[src/rtl/uart_pkg.sv]
// Shared types and default frame constants for the UART receive path.
package uart_pkg;

  typedef enum logic [1:0] {
    IDLE  = 2'd0,
    START = 2'd1,
    DATA  = 2'd2,
    STOP  = 2'd3
  } rx_state_t;

  localparam int OVERSAMPLE = 16;
  localparam int DATA_WIDTH = 8;

endpackage

[src/rtl/uart_rx_core_if.sv]
// Host-side read port of the UART receiver: pop handshake, head word and status flags.
interface uart_rx_core_if #(
  parameter int DATA_WIDTH = uart_pkg::DATA_WIDTH
) ();

  logic                  rd_uart;
  logic [DATA_WIDTH-1:0] R_data;
  logic                  rx_empty;
  logic                  rx_full;
  logic                  frame_err;
  logic                  overrun;

  modport master (
    output rd_uart,
    input  R_data, rx_empty, rx_full, frame_err, overrun
  );

  modport slave (
    input  rd_uart,
    output R_data, rx_empty, rx_full, frame_err, overrun
  );

endinterface

[src/rtl/rx_sync_fifo.sv]
// Single-clock show-ahead FIFO; the head word is presented combinationally and reads 0 when empty.
module rx_sync_fifo #(
  parameter int DATA_WIDTH = 8,
  parameter int FIFO_DEPTH = 4
) (
  input  logic                  clk,
  input  logic                  rst_n,
  input  logic                  wr_en,
  input  logic [DATA_WIDTH-1:0] wr_data,
  input  logic                  rd_en,
  output logic [DATA_WIDTH-1:0] rd_data,
  output logic                  empty,
  output logic                  full
);
  import uart_pkg::*;

  localparam int AW = $clog2(FIFO_DEPTH);
  localparam int PW = AW + 1;

  logic [PW-1:0]         wptr_q, wptr_d;
  logic [PW-1:0]         rptr_q, rptr_d;
  logic [DATA_WIDTH-1:0] mem_q [FIFO_DEPTH];
  logic [DATA_WIDTH-1:0] mem_d [FIFO_DEPTH];
  logic                  rd_ok;
  logic                  wr_ok;

  // Extra pointer MSB separates full (MSBs differ) from empty (MSBs equal).
  assign empty = (wptr_q == rptr_q);
  assign full  = (wptr_q[AW] != rptr_q[AW]) && (wptr_q[AW-1:0] == rptr_q[AW-1:0]);

  assign rd_ok = rd_en & ~empty;
  assign wr_ok = wr_en & (~full | rd_ok);

  assign rd_data = empty ? '0 : mem_q[rptr_q[AW-1:0]];

  always_comb begin
    wptr_d = wptr_q + PW'(wr_ok);
    rptr_d = rptr_q + PW'(rd_ok);
    mem_d  = mem_q;
    if (wr_ok) begin
      mem_d[wptr_q[AW-1:0]] = wr_data;
    end
  end

  always_ff @(posedge clk or negedge rst_n) begin
    if (!rst_n) begin
      wptr_q <= '0;
      rptr_q <= '0;
    end else begin
      wptr_q <= wptr_d;
      rptr_q <= rptr_d;
    end
  end

  always_ff @(posedge clk) begin
    mem_q <= mem_d;
  end

endmodule

[src/rtl/uart_rx_core.sv]
// UART receiver: rx synchronizer, oversample tick generator, frame FSM and receive FIFO.
module uart_rx_core #(
  parameter int OVERSAMPLE = uart_pkg::OVERSAMPLE,
  parameter int DATA_WIDTH = uart_pkg::DATA_WIDTH,
  parameter int DIVISOR    = 27,
  parameter int FIFO_DEPTH = 4
) (
  input  logic          BCLK,
  input  logic          reset,
  input  logic          rx,
  uart_rx_core_if.slave host
);
  import uart_pkg::*;

  localparam int SW = $clog2(OVERSAMPLE);
  localparam int NW = (DATA_WIDTH > 1) ? $clog2(DATA_WIDTH) : 1;
  localparam int DW = (DIVISOR > 1) ? $clog2(DIVISOR) : 1;

  localparam logic [SW-1:0] S_MID    = SW'(OVERSAMPLE / 2 - 1);
  localparam logic [SW-1:0] S_LAST   = SW'(OVERSAMPLE - 1);
  localparam logic [NW-1:0] N_LAST   = NW'(DATA_WIDTH - 1);
  localparam logic [DW-1:0] DIV_LAST = DW'(DIVISOR - 1);

  logic                  meta_q, meta_d;
  logic                  rxs_q, rxs_d;
  logic                  rxs_prev_q, rxs_prev_d;
  logic [DW-1:0]         div_q, div_d;
  logic                  tick;
  rx_state_t             state_q, state_d;
  logic [SW-1:0]         s_q, s_d;
  logic [NW-1:0]         n_q, n_d;
  logic [DATA_WIDTH-1:0] sr_q, sr_d;
  logic                  frame_err_q, frame_err_d;
  logic                  overrun_q, overrun_d;
  logic                  fall;
  logic                  stop_done;
  logic                  push;
  logic                  pop;
  logic                  fifo_empty;
  logic                  fifo_full;
  logic [DATA_WIDTH-1:0] fifo_data;

  always_comb begin
    meta_d     = rx;
    rxs_d      = meta_q;
    rxs_prev_d = rxs_q;
  end

  assign fall = rxs_prev_q & ~rxs_q;
  assign tick = (div_q == DIV_LAST);

  // Held at zero while idle so the first tick lands exactly DIVISOR cycles after the start edge.
  always_comb begin
    div_d = '0;
    if (state_q != IDLE) begin
      div_d = tick ? '0 : div_q + 1'b1;
    end
  end

  always_ff @(posedge BCLK or negedge reset) begin
    if (!reset) begin
      state_q <= IDLE;
    end else begin
      state_q <= state_d;
    end
  end

  always_comb begin
    state_d = state_q;
    s_d     = s_q;
    n_d     = n_q;
    sr_d    = sr_q;
    unique case (state_q)
      IDLE: begin
        if (fall) begin
          state_d = START;
          s_d     = '0;
        end
      end
      START: begin
        if (tick) begin
          if (s_q == S_MID) begin
            s_d     = '0;
            n_d     = '0;
            state_d = rxs_q ? IDLE : DATA;
          end else begin
            s_d = s_q + 1'b1;
          end
        end
      end
      DATA: begin
        if (tick) begin
          if (s_q == S_LAST) begin
            s_d  = '0;
            sr_d = {rxs_q, sr_q[DATA_WIDTH-1:1]};
            if (n_q == N_LAST) begin
              state_d = STOP;
            end else begin
              n_d = n_q + 1'b1;
            end
          end else begin
            s_d = s_q + 1'b1;
          end
        end
      end
      STOP: begin
        if (tick) begin
          if (s_q == S_LAST) begin
            s_d     = '0;
            state_d = IDLE;
          end else begin
            s_d = s_q + 1'b1;
          end
        end
      end
      default: state_d = IDLE;
    endcase
  end

  // A pop in the stop-sample cycle frees a slot, so a full FIFO still accepts the word.
  always_comb begin
    stop_done   = (state_q == STOP) && tick && (s_q == S_LAST);
    pop         = host.rd_uart & ~fifo_empty;
    push        = stop_done & rxs_q & (~fifo_full | pop);
    overrun_d   = stop_done & rxs_q & fifo_full & ~pop;
    frame_err_d = stop_done & ~rxs_q;
  end

  always_ff @(posedge BCLK or negedge reset) begin
    if (!reset) begin
      meta_q      <= 1'b1;
      rxs_q       <= 1'b1;
      rxs_prev_q  <= 1'b1;
      div_q       <= '0;
      s_q         <= '0;
      n_q         <= '0;
      frame_err_q <= 1'b0;
      overrun_q   <= 1'b0;
    end else begin
      meta_q      <= meta_d;
      rxs_q       <= rxs_d;
      rxs_prev_q  <= rxs_prev_d;
      div_q       <= div_d;
      s_q         <= s_d;
      n_q         <= n_d;
      frame_err_q <= frame_err_d;
      overrun_q   <= overrun_d;
    end
  end

  always_ff @(posedge BCLK) begin
    sr_q <= sr_d;
  end

  rx_sync_fifo #(
    .DATA_WIDTH (DATA_WIDTH),
    .FIFO_DEPTH (FIFO_DEPTH)
  ) u_fifo (
    .clk     (BCLK),
    .rst_n   (reset),
    .wr_en   (push),
    .wr_data (sr_q),
    .rd_en   (host.rd_uart),
    .rd_data (fifo_data),
    .empty   (fifo_empty),
    .full    (fifo_full)
  );

  assign host.R_data    = fifo_data;
  assign host.rx_empty  = fifo_empty;
  assign host.rx_full   = fifo_full;
  assign host.frame_err = frame_err_q;
  assign host.overrun   = overrun_q;

endmodule
[src/flat_wrapper.sv]
// flat-port wrapper written by rule: the top's interface ports become plain ports
module uart_rx_core_flat import uart_pkg::*;
#(
  parameter int OVERSAMPLE = uart_pkg::OVERSAMPLE,
  parameter int DATA_WIDTH = uart_pkg::DATA_WIDTH,
  parameter int DIVISOR    = 27,
  parameter int FIFO_DEPTH = 4
)
  (BCLK, reset, rx, host_rd_uart, host_R_data, host_rx_empty, host_rx_full, host_frame_err, host_overrun);
  uart_rx_core_if #(.DATA_WIDTH(DATA_WIDTH)) host_i ();
  input  logic BCLK;
  input  logic reset;
  input  logic rx;
  input wire logic [$bits(host_i.rd_uart)-1:0] host_rd_uart;
  output wire logic [$bits(host_i.R_data)-1:0] host_R_data;
  output wire logic [$bits(host_i.rx_empty)-1:0] host_rx_empty;
  output wire logic [$bits(host_i.rx_full)-1:0] host_rx_full;
  output wire logic [$bits(host_i.frame_err)-1:0] host_frame_err;
  output wire logic [$bits(host_i.overrun)-1:0] host_overrun;
  assign host_i.rd_uart = host_rd_uart;
  assign host_R_data = host_i.R_data;
  assign host_rx_empty = host_i.rx_empty;
  assign host_rx_full = host_i.rx_full;
  assign host_frame_err = host_i.frame_err;
  assign host_overrun = host_i.overrun;
  uart_rx_core #(.OVERSAMPLE(OVERSAMPLE), .DATA_WIDTH(DATA_WIDTH), .DIVISOR(DIVISOR), .FIFO_DEPTH(FIFO_DEPTH)) u_core (.BCLK(BCLK), .reset(reset), .rx(rx), .host(host_i));
endmodule
[config.mk]
export PLATFORM = sky130hd
export DESIGN_NAME = uart_rx_core_flat
export DESIGN_NICKNAME = d
export VERILOG_FILES = /design/src/rtl/uart_pkg.sv /design/src/rtl/uart_rx_core_if.sv /design/src/rtl/rx_sync_fifo.sv /design/src/rtl/uart_rx_core.sv /design/src/flat_wrapper.sv
export SDC_FILE = /design/constraint.sdc
export NUM_CORES = 1
export LEC_CHECK = 0
export ABC_AREA = 1
export CAP_MARGIN = 20
export CORE_MARGIN = 5
export CORE_UTILIZATION = 51
export DETAILED_ROUTE_END_ITERATION = 12
export GPL_TIMING_DRIVEN = 0
export PLACE_DENSITY_LB_ADDON = 0.3
export REMOVE_ABC_BUFFERS = 1
export SLEW_MARGIN = 30
export SYNTH_ARGS = -nofsm -noshare
export SYNTH_HDL_FRONTEND = slang
export SYNTH_SLANG_ARGS = --single-unit
[constraint.sdc]
create_clock -name BCLK -period 2.59 [get_ports BCLK]
set_input_delay 0.259 -clock BCLK [delete_from_list [all_inputs] [get_ports BCLK]]
set_output_delay 0.259 -clock BCLK [all_outputs]
set_load 0.01 [all_outputs]
# == Yosys cells after proc, flatten, opt, wreduce, memory -nomap -nowiden ==
# Index checks and enable logic that the tools add are counted.
# word_totals
register_bits,65
out_inout_bits,12
wordCells,102
# classes
add_sub_neg,5
order_cmp,3
eq_ne,20
n_mux,31
bitwise,15
reduce_logical,12
# ops
cell,n
32-bit bitwise mux,1
8-bit 2-to-1 mux,4
4-bit 2-to-1 mux,5
2-bit 2-to-1 mux,9
"2-bit by 1-bit != test with 1-bit output, second input constant",9
8-bit binary-select mux with 2-bit select,1
8-bit demux with 2-bit select,1
3-bit 2-to-1 mux,5
4-bit one-hot mux with 3 select lines,1
5-bit 2-to-1 mux,2
1-bit AND,8
2-bit one-hot mux with 4 select lines,1
8-bit AND reduction,1
3-bit by 1-bit adder with 3-bit output,2
"3-bit >= comparator, second input constant",2
2-bit NOT with 3-bit output,2
3-bit one-hot mux with 2 select lines,1
3-bit AND reduction,2
6-bit AND reduction,1
"5-bit by 1-bit adder with 5-bit output, second input constant",1
"5-bit equality test, second input constant",1
"4-bit by 1-bit adder with 4-bit output, second input constant",1
"2-bit equality test, second input constant",2
"4-bit by 3-bit equality test with 1-bit output, second input constant",1
other kinds (15),22

# == Depth between registers and ports, before layout ==
# Gate-level depths: netlist of the first run.
# depth
word_depth,7
mapped_depth,13

# == Modules after synthesis ==
# Synthesis of the first run repeated with hierarchy kept, for this count alone.
# unflattened
hier_cells,264
hier_area_um2,2855.2
# by_module_without_submodules
module,instances,cells_per_inst,area_each_um2
rx_sync_fifo,1,136,1626.6
uart_rx_core,1,128,1228.7

# == Least setup slack after synthesis of the first run ==
# No wires, ideal clock.
# synth_timing
path_type,flip-flop to flip-flop
start,register u_core.div_q[0]
end,"register u_core.sr_q[0], enable pin"
arrival_time_ns,1.621
required_time_ns,2.195
setup_slack_ns,0.574
path_stages_with_launch,7
path_buffers,0
cell_sequence,dfrtp_1 inv_1 ha_1 nand2_1 inv_1 nand2_2 nor4_1
# synth_between
elab_chain_len,2
# synth_lines
item,line_no,source
start: declaration,uart_rx_core.sv:27,"logic [DW-1:0] div_q, div_d;"
start signal: assignment,uart_rx_core.sv:143,div_q <= div_d;
5-bit equality test,uart_rx_core.sv:50,assign tick = (div_q == DIV_LAST);
3-bit AND reduction (no source line),--,
end signal: assignment,uart_rx_core.sv:152,sr_q <= sr_d;
end: declaration,uart_rx_core.sv:32,"logic [DATA_WIDTH-1:0] sr_q, sr_d;"
# No other way between the ends.
# A chain may end at the register's enable or synchronous reset.

# == Final worst setup path of the first run ==
# layout_timing
start,register u_core.u_fifo.rptr_q[1]
end,output host_rx_empty
# layout_between
elab_chain_len,1
# layout_lines
item,line_no,source
start: declaration,rx_sync_fifo.sv:21,"logic [PW-1:0] rptr_q, rptr_d;"
start signal: assignment,rx_sync_fifo.sv:51,rptr_q <= rptr_d;
3-bit equality test,rx_sync_fifo.sv:28,assign empty = (wptr_q == rptr_q);
end: declaration,flat_wrapper.sv:16,output wire logic [$bits(host_i.rx_empty)-1:0] host_rx_empty;
# No other way between the ends.

==> results of run 1 <==
power groups by stage:
| stage | logic [mW] | clock network [mW] | registers (mW) |
|---|---|---|---|
| floorplan | 0.350 | 0 | 1.22 |
| global placement | 0.408 | 0 | 1.23 |
| detailed placement | 0.417 | 0 | 1.23 |
| CTS | 0.422 | 0.815 | 1.21 |
| global route | 0.486 | 0.861 | 1.22 |
| finish | 0.418 | 0.800 | 1.21 |
logic make-up (layout without fill, tap and decap cells):
family                     Yosys count  after routing  synth area share, %
DFF                                 65             65                64.05
xor gates and xnor gates             5              5                1.533
adders and majority gates            9              9                3.941
and+or+nand+nor                    101            101                16.86
AOI/OAI and AO/OA                   39             39                7.969
buffers and inverters               38             68                5.647
routing by layer:
layer / vias up / track usage [%] / routed length, um
li1: 903 / - / -
met1: 878 / 16.98 / 2116
met2: 38 / 27.12 / 2600
met3: 6 / 2.816 / 189
met4: 0 / 8.633 / 58
met5: - / 0 / 0
area by class of cell:
| class | instances | area [um2] |
|---|---|---|
| Sequential cell | 65 | 1833 |
| Clock buffer | 12 | 135.1 |
| Inverter | 33 | 125.1 |
| Multi-Input combinational cell | 154 | 872.1 |
| Fill cell | 462 | 2198 |
| Tap cell | 72 | 90.09 |
| Timing Repair Buffer | 19 | 175.2 |
| Clock inverter | 4 | 43.79 |
registers in the layout (all words and copies together) (netlist names), named ones only:
register / cells
u_core.meta_q: 1
u_core.u_fifo.wptr_q: 3
u_core.sr_q: 8
u_core.state_q: 1
u_core.host.overrun: 1
u_core.host.frame_err: 1
u_core.s_q: 4
u_core.n_q: 3
u_core.u_fifo.mem_q: 32
u_core.div_q: 5
u_core.u_fifo.rptr_q: 3
u_core.rxs_prev_q: 1
u_core.rxs_prev_d: 1
worst reg2reg max path, stage by stage, from the launching register on:
cell and delay, ps:
dfrtp_1 410, inv_1 70, ha_1 140, nand2_1 50, inv_1 90, nand2_2 110, nor2_1 100, nand2_1 110
nor2_2 120, nand2_1 100, nor2_1 640
metrics by stage:
stage	total power, mW	hold WS [ps]	setup TNS, ps	setup WS, ps
after global routing	2.565	326.1	0	12.51
after detailed placement	1.648	286.0	-51.06	-23.05
after floorplan	1.565	-36.59	0	555.9
final	2.427	338.3	0	106.6
after global placement	1.636	346.9	0	16.10
after CTS	2.448	325.2	0	80.90
cells in the final DEF (no fill, tap or decap), types with 4 or more instances in the layout:
cell,synthesis,routed
edfxtp_1,40,40
inv_1,17,17
o22ai_1,9,9
o21ai_0,19,19
nor2_1,30,30
nand2_1,37,37
inv_2,15,15
clkbuf_8,0,9
dfrtp_1,22,20
a21oi_1,4,4
nor2_2,4,4
clkdlybuf4s50_1,0,14
nand2_2,14,14
ha_1,9,9
nand3_1,8,8
final timing paths:
| check | startpoint | endpoint | slack (ps) | cells after the start |
|---|---|---|---|---|
| hold / removal | rx | u_core.meta_q | 340 | 1 |
| setup reg to reg | u_core.div_q[0] | u_core.u_fifo.mem_q[5] | 290 | 10 |
| min in group asynchronous | reset | u_core.div_q[0] | 460 | 2 |
| hold reg to reg | u_core.meta_q | u_core.rxs_prev_d | 360 | 0 |
| max in group asynchronous | reset | u_core.u_fifo.rptr_q[0] | 1730 | 2 |
| setup / recovery | u_core.u_fifo.rptr_q[1] | host_rx_empty | 110 | 6 |
timing repair:
item | in CTS | in global routing
resized for setup | 3 | 0
hold buffers | 1 | 0
setup buffers | 2 | 0
setup endpoints to repair | 9 | 0
endpoints found under the hold margin | 22 | 0
==> qor.yml, run 1 <==
status: "completed"
swShare_pct: 28.81
stdcell_count: 359
synthTopCellsByArea: "edfxtp_1 42%, dfrtp_1 19%, nand2_1 4.9%"
dp_hpwl_um: 3142
syn-cell-area_um2: 2858
clock_path_buffers: 2
cp_top_family: "buffers and inverters"
yosysWarnings: 0
post-route-drc-count: 0
dpl.cell_count: 340
htreeDepth: 3
yosysUniqueCellTypes: 31
core_um2: 5473
rsz0062_at_grt: "no"
cp-start-kind: "flip-flop"
p_seq_share_pct: 49.8
drv_cap: 0
grt_max_degree: 26
dieArea_um2: 7200
portBuffers: 15
hp-class: "input port to flip-flop"
areaGrowthSynthToFinish_pct: 14.58
cts_buffers: 9
vias: 1825
crit_arrival_ps: 2220
final_area_um2: 3274
grt_pass1_wl_um: 8535
worstSetupPathType: "flip-flop to output port"
critPathSlowestCell: "clkdlybuf4s50_1"
ant_nets: 0
grt_usage_pct: 15.21
pwr-share-clk_pct: 33.0
ys_async_sr_fraction_pct: 38.46
ys_ff_latch: 65
synth_top_area_share_pct: 42.03
worstMarginPinSlew_ps: 830.5
drt-total-wl_um: 4964
slowest_delay_ps: 530
ir_worst_vdd_uv: 457.8
end_kind: "output port"
start_util_pct: 52.22
drt_iter0_drc: 76
fin_util_pct: 59.83
dieHeight_um: 84.86
yosys-top-cells-count: "40 x edfxtp_1, 37 x nand2_1, 30 x nor2_1"
clock_latency_ps: 330
cell_internal_pwr_mw: 1.728
leakagePower_nw: 1.404
cts.reportedPaths.clkPinSlew_ps: 70
yosysSeqAreaShare_pct: 64.05
finalNetCount: 295
grt_pass1_vias: 1916
drv_slew: 0
powerDensity_nw_per_um2: 741.3
rows: 27
drive_above_1_share_pct: 23.00
fin_crit_sh_pct: 95.89
combPwrFrac_pct: 17.2
hold_viol_final: 0
synth-edff-count: 40
postPlaceCellArea_um2: 3068
syn_avg_cell_area_um2: 11.12
path_buf_inv: 3
cp_max_fo: 11
cts_tree: "built"
synthCells: 257
gp_congestion: 0.7494
drt-pass1-iter-count: 4
gr-total-overflow: 0
setup_viol: 0
crit_path_cell_trace: "inv_2, nand2_1, nand4_1, or2_2, inv_1, clkdlybuf4s50_1"
die_w_um: 84.86
synth_top_cell_by_area: "edfxtp_1"
routedWlPerCell_um: 13.83
io-pin-count: 16
avgViaCountPerCell: 5.084
finalCriticalPeriod_ps: 2483
slew_headroom_pct: 44.43
p_switching_mw: 0.6993
final.setup_skew_ps: 6.175
clk_root_buffer_cell: "clkbuf_8"
crit_required_ps: 2330
cts.sinks: 65
antenna-diode-count: 0
fmax_mhz: 402.7
synth_flop_cell: "edfxtp_1"
antenna_found_initial: 0
yosysMostFrequentCell: "edfxtp_1"
Note: power is estimated with default switching activity, not from simulation.
==> inputs of run 2 (changes only) <==
--- a/config.mk
+++ b/config.mk
@@ -13,6 +13,7 @@
 export GPL_TIMING_DRIVEN = 0
 export PLACE_DENSITY_LB_ADDON = 0.3
 export REMOVE_ABC_BUFFERS = 1
+export SETUP_SLACK_MARGIN = 0.2
 export SLEW_MARGIN = 30
 export SYNTH_ARGS = -nofsm -noshare
 export SYNTH_HDL_FRONTEND = slang
==> run 2 against run 1 <==
Against the previous run:
- global-route usage increased by 0.17 points
- clock skew increased by 0.92 ps
- cell area increased by 0.92%
- combinational power about the same
- first-iteration DRC count increased by 2.6%
- setup slack improved by 150 ps
- clock power about the same
- power about the same
- maximum frequency increased by 6.3%
- flip-flop and latch count unchanged
- die area unchanged
- sequential share of layout area decreased by 0.51 points
- critical endpoint unchanged
- largest cell class unchanged
- largest power group unchanged
- highest routed layer unchanged
==> qor.yml, run 2 (synthesis results as in run 1) <==
grt_pass1_wl_um: 8604  # +0.81%
avgViaCountPerCell: 5.055  # -0.55%
p_switching_mw: 0.7007  # +0.20%
pwr-share-clk_pct: 33.0  # about the same
cp-start-kind: "flip-flop"
cts_buffers: 9  # unchanged
grt_max_degree: 26  # unchanged
fmax_mhz: 427.9  # +6.3%
htreeDepth: 3  # unchanged
grt_pass1_vias: 1932  # +0.84%
top_layer: "met4"
worstHoldStart: "rx"
r2r_start: "u_core.div_q[0]"
setup_viol: 0  # unchanged
finalCriticalPeriod_ps: 2337  # -146.2 ps
gr-total-overflow: 0  # unchanged
gp_congestion: 0.7494  # unchanged
dieArea_um2: 7200  # unchanged
grt_usage_pct: 15.37  # +0.17 points
multi_input_area_um2: 884.6  # +1.4%
rrSetupSlack_ps: 500  # +210 ps
portBuffers: 15  # unchanged
clock_path_buffers: 2  # unchanged
reg.largest.list: "u_core.u_fifo.mem_q (32), u_core.sr_q (8), u_core.div_q (5)"
regToRegEndpoint: "u_core.u_fifo.mem_q[5]"
layout.area.seq_um2: 1833  # unchanged
drive_above_1_share_pct: 24.91  # +1.9 points
cts.sinks: 65  # unchanged
ant_nets: 0  # unchanged
fin_crit_sh_pct: 90.24  # -5.6 points
cell_internal_pwr_mw: 1.728  # about the same
wl_met3_um: 184  # -2.6%
antenna_found_initial: 0  # unchanged
fin_util_pct: 60.38  # +0.55 points
hold_viol_final: 0  # unchanged
vias: 1825  # unchanged
cp_max_fo: 10  # -1
layout_commonest_cell: "edfxtp_1"
hp-class: "input port to flip-flop"
start_util_pct: 52.22  # unchanged
dp_slack_ps: -23.05  # unchanged
antenna-diode-count: 0  # unchanged
met2_wirelength_um: 2629  # +1.1%
min_to: "u_core.meta_q"
io-pin-count: 16  # unchanged
postPlaceCellArea_um2: 3068  # unchanged
post-route-drc-count: 0  # unchanged
powerDensity_nw_per_um2: 735.0  # -0.85%
rows: 27  # unchanged
final_area_um2: 3304  # +0.92%
cts_tree: "built"
routedWlPerCell_um: 13.81  # about the same
finalNetCount: 297  # +0.68%
drt_iter0_drc: 78  # +2.6%
dpl.cell_count: 340  # unchanged
slew_headroom_pct: 59.56  # +15 points
drt-total-wl_um: 4987  # +0.46%
clock_latency_ps: 330  # about the same
drt-met1-wl_um: 2030  # -4.1%
top_register: "u_core.u_fifo.mem_q"
combPwrFrac_pct: 17.2  # about the same
p_seq_share_pct: 49.8  # about the same
leakagePower_nw: 1.413  # +0.71%
layout_common_cells: "40 x edfxtp_1, 37 x nand2_1, 26 x nor2_1"
swShare_pct: 28.85  # +0.042 points
rr_worst_depth: 10  # unchanged
rsz0062_at_grt: "yes"
drv_cap: 0  # unchanged
whs_ps: 337.7  # -0.5880 ps
fill_cells: 461  # -0.22%
status: "completed"
dieHeight_um: 84.86  # unchanged
drt-pass1-iter-count: 4  # unchanged
stdcell_count: 361  # +0.56%
cts.reportedPaths.clkPinSlew_ps: 70  # about the same
core_um2: 5473  # unchanged
die_w_um: 84.86  # unchanged
crit_arrival_ps: 2080  # -140 ps
clk_root_buffer_cell: "clkbuf_8"
final.setup.worst_slack_ps: 252.8  # +146.2 ps
power.total_mw: 2.429  # about the same
setup_tns_ps: 0  # unchanged
worstMarginPinSlew_ps: 601.5  # -228.9 ps
crit_required_ps: 2330  # about the same
final.setup_skew_ps: 7.098  # +0.9232 ps
dp_hpwl_um: 3142  # unchanged
ir_worst_vdd_uv: 458.0  # about the same
end_kind: "output port"
areaGrowthSynthToFinish_pct: 15.63
largest_register_ffs: 32  # unchanged
worstSetupPathType: "flip-flop to output port"
drv_slew: 0  # unchanged
hold_depth: 1  # unchanged
-- run 2: cell type report --
type | count | share of cell area (%)
well taps | 72 | 2.726
multi-input cells | 154 | 26.77
clock inverters | 4 | 1.325
repair buffers | 21 | 5.755
inverters | 33 | 3.862
flip-flops and latches | 65 | 55.47
clock buffers | 12 | 4.089
-- run 2: power by group through the flow --
stage | Sequential, mW | Combinational, mW | Clock (mW)
3_3_place_gp | 1.23 | 0.408 | 0
2_1_floorplan | 1.22 | 0.350 | 0
5_1_grt | 1.22 | 0.486 | 0.861
4_1_cts | 1.21 | 0.422 | 0.815
6_report | 1.21 | 0.418 | 0.801
3_5_place_dp | 1.23 | 0.417 | 0
-- run 2: layer usage --
metal,global-route usage [%],vias to the layer above
met2,27.62,35
met5,0,-
met1,17.10,864
met4,8.633,0
li1,-,913
met3,2.718,13
-- run 2: how the worst max path moves through the flow --
stage                       startpoint                       to  slack, ps  cells past startpoint
4_1_cts        u_core.u_fifo.rptr_q[0]            host_rx_empty        240                      6
3_5_place_dp   u_core.u_fifo.rptr_q[0]           host_R_data[6]        -20                      7
2_1_floorplan  u_core.u_fifo.rptr_q[0]  u_core.u_fifo.rptr_q[2]        560                      9
5_1_grt        u_core.u_fifo.rptr_q[0]            host_rx_empty        180                      6
3_3_place_gp   u_core.u_fifo.rptr_q[0]           host_R_data[7]         20                      7
6_report       u_core.u_fifo.rptr_q[0]            host_rx_empty        250                      6
-- run 2: critical path: stages, from the launching register on --
cell             delay (ps)
dfrtp_2                 440
buf_4                   180
nand2_1                  70
nand4_1                 120
or2_4                   340
inv_1                    80
clkdlybuf4s50_1         530
-- run 2: repair_timing --
action,in CTS,in global routing
endpoints found under the setup margin,44,34
gates resized for setup,5,4
hold buffers,1,0
hold endpoints to repair,22,0
setup buffers,4,0
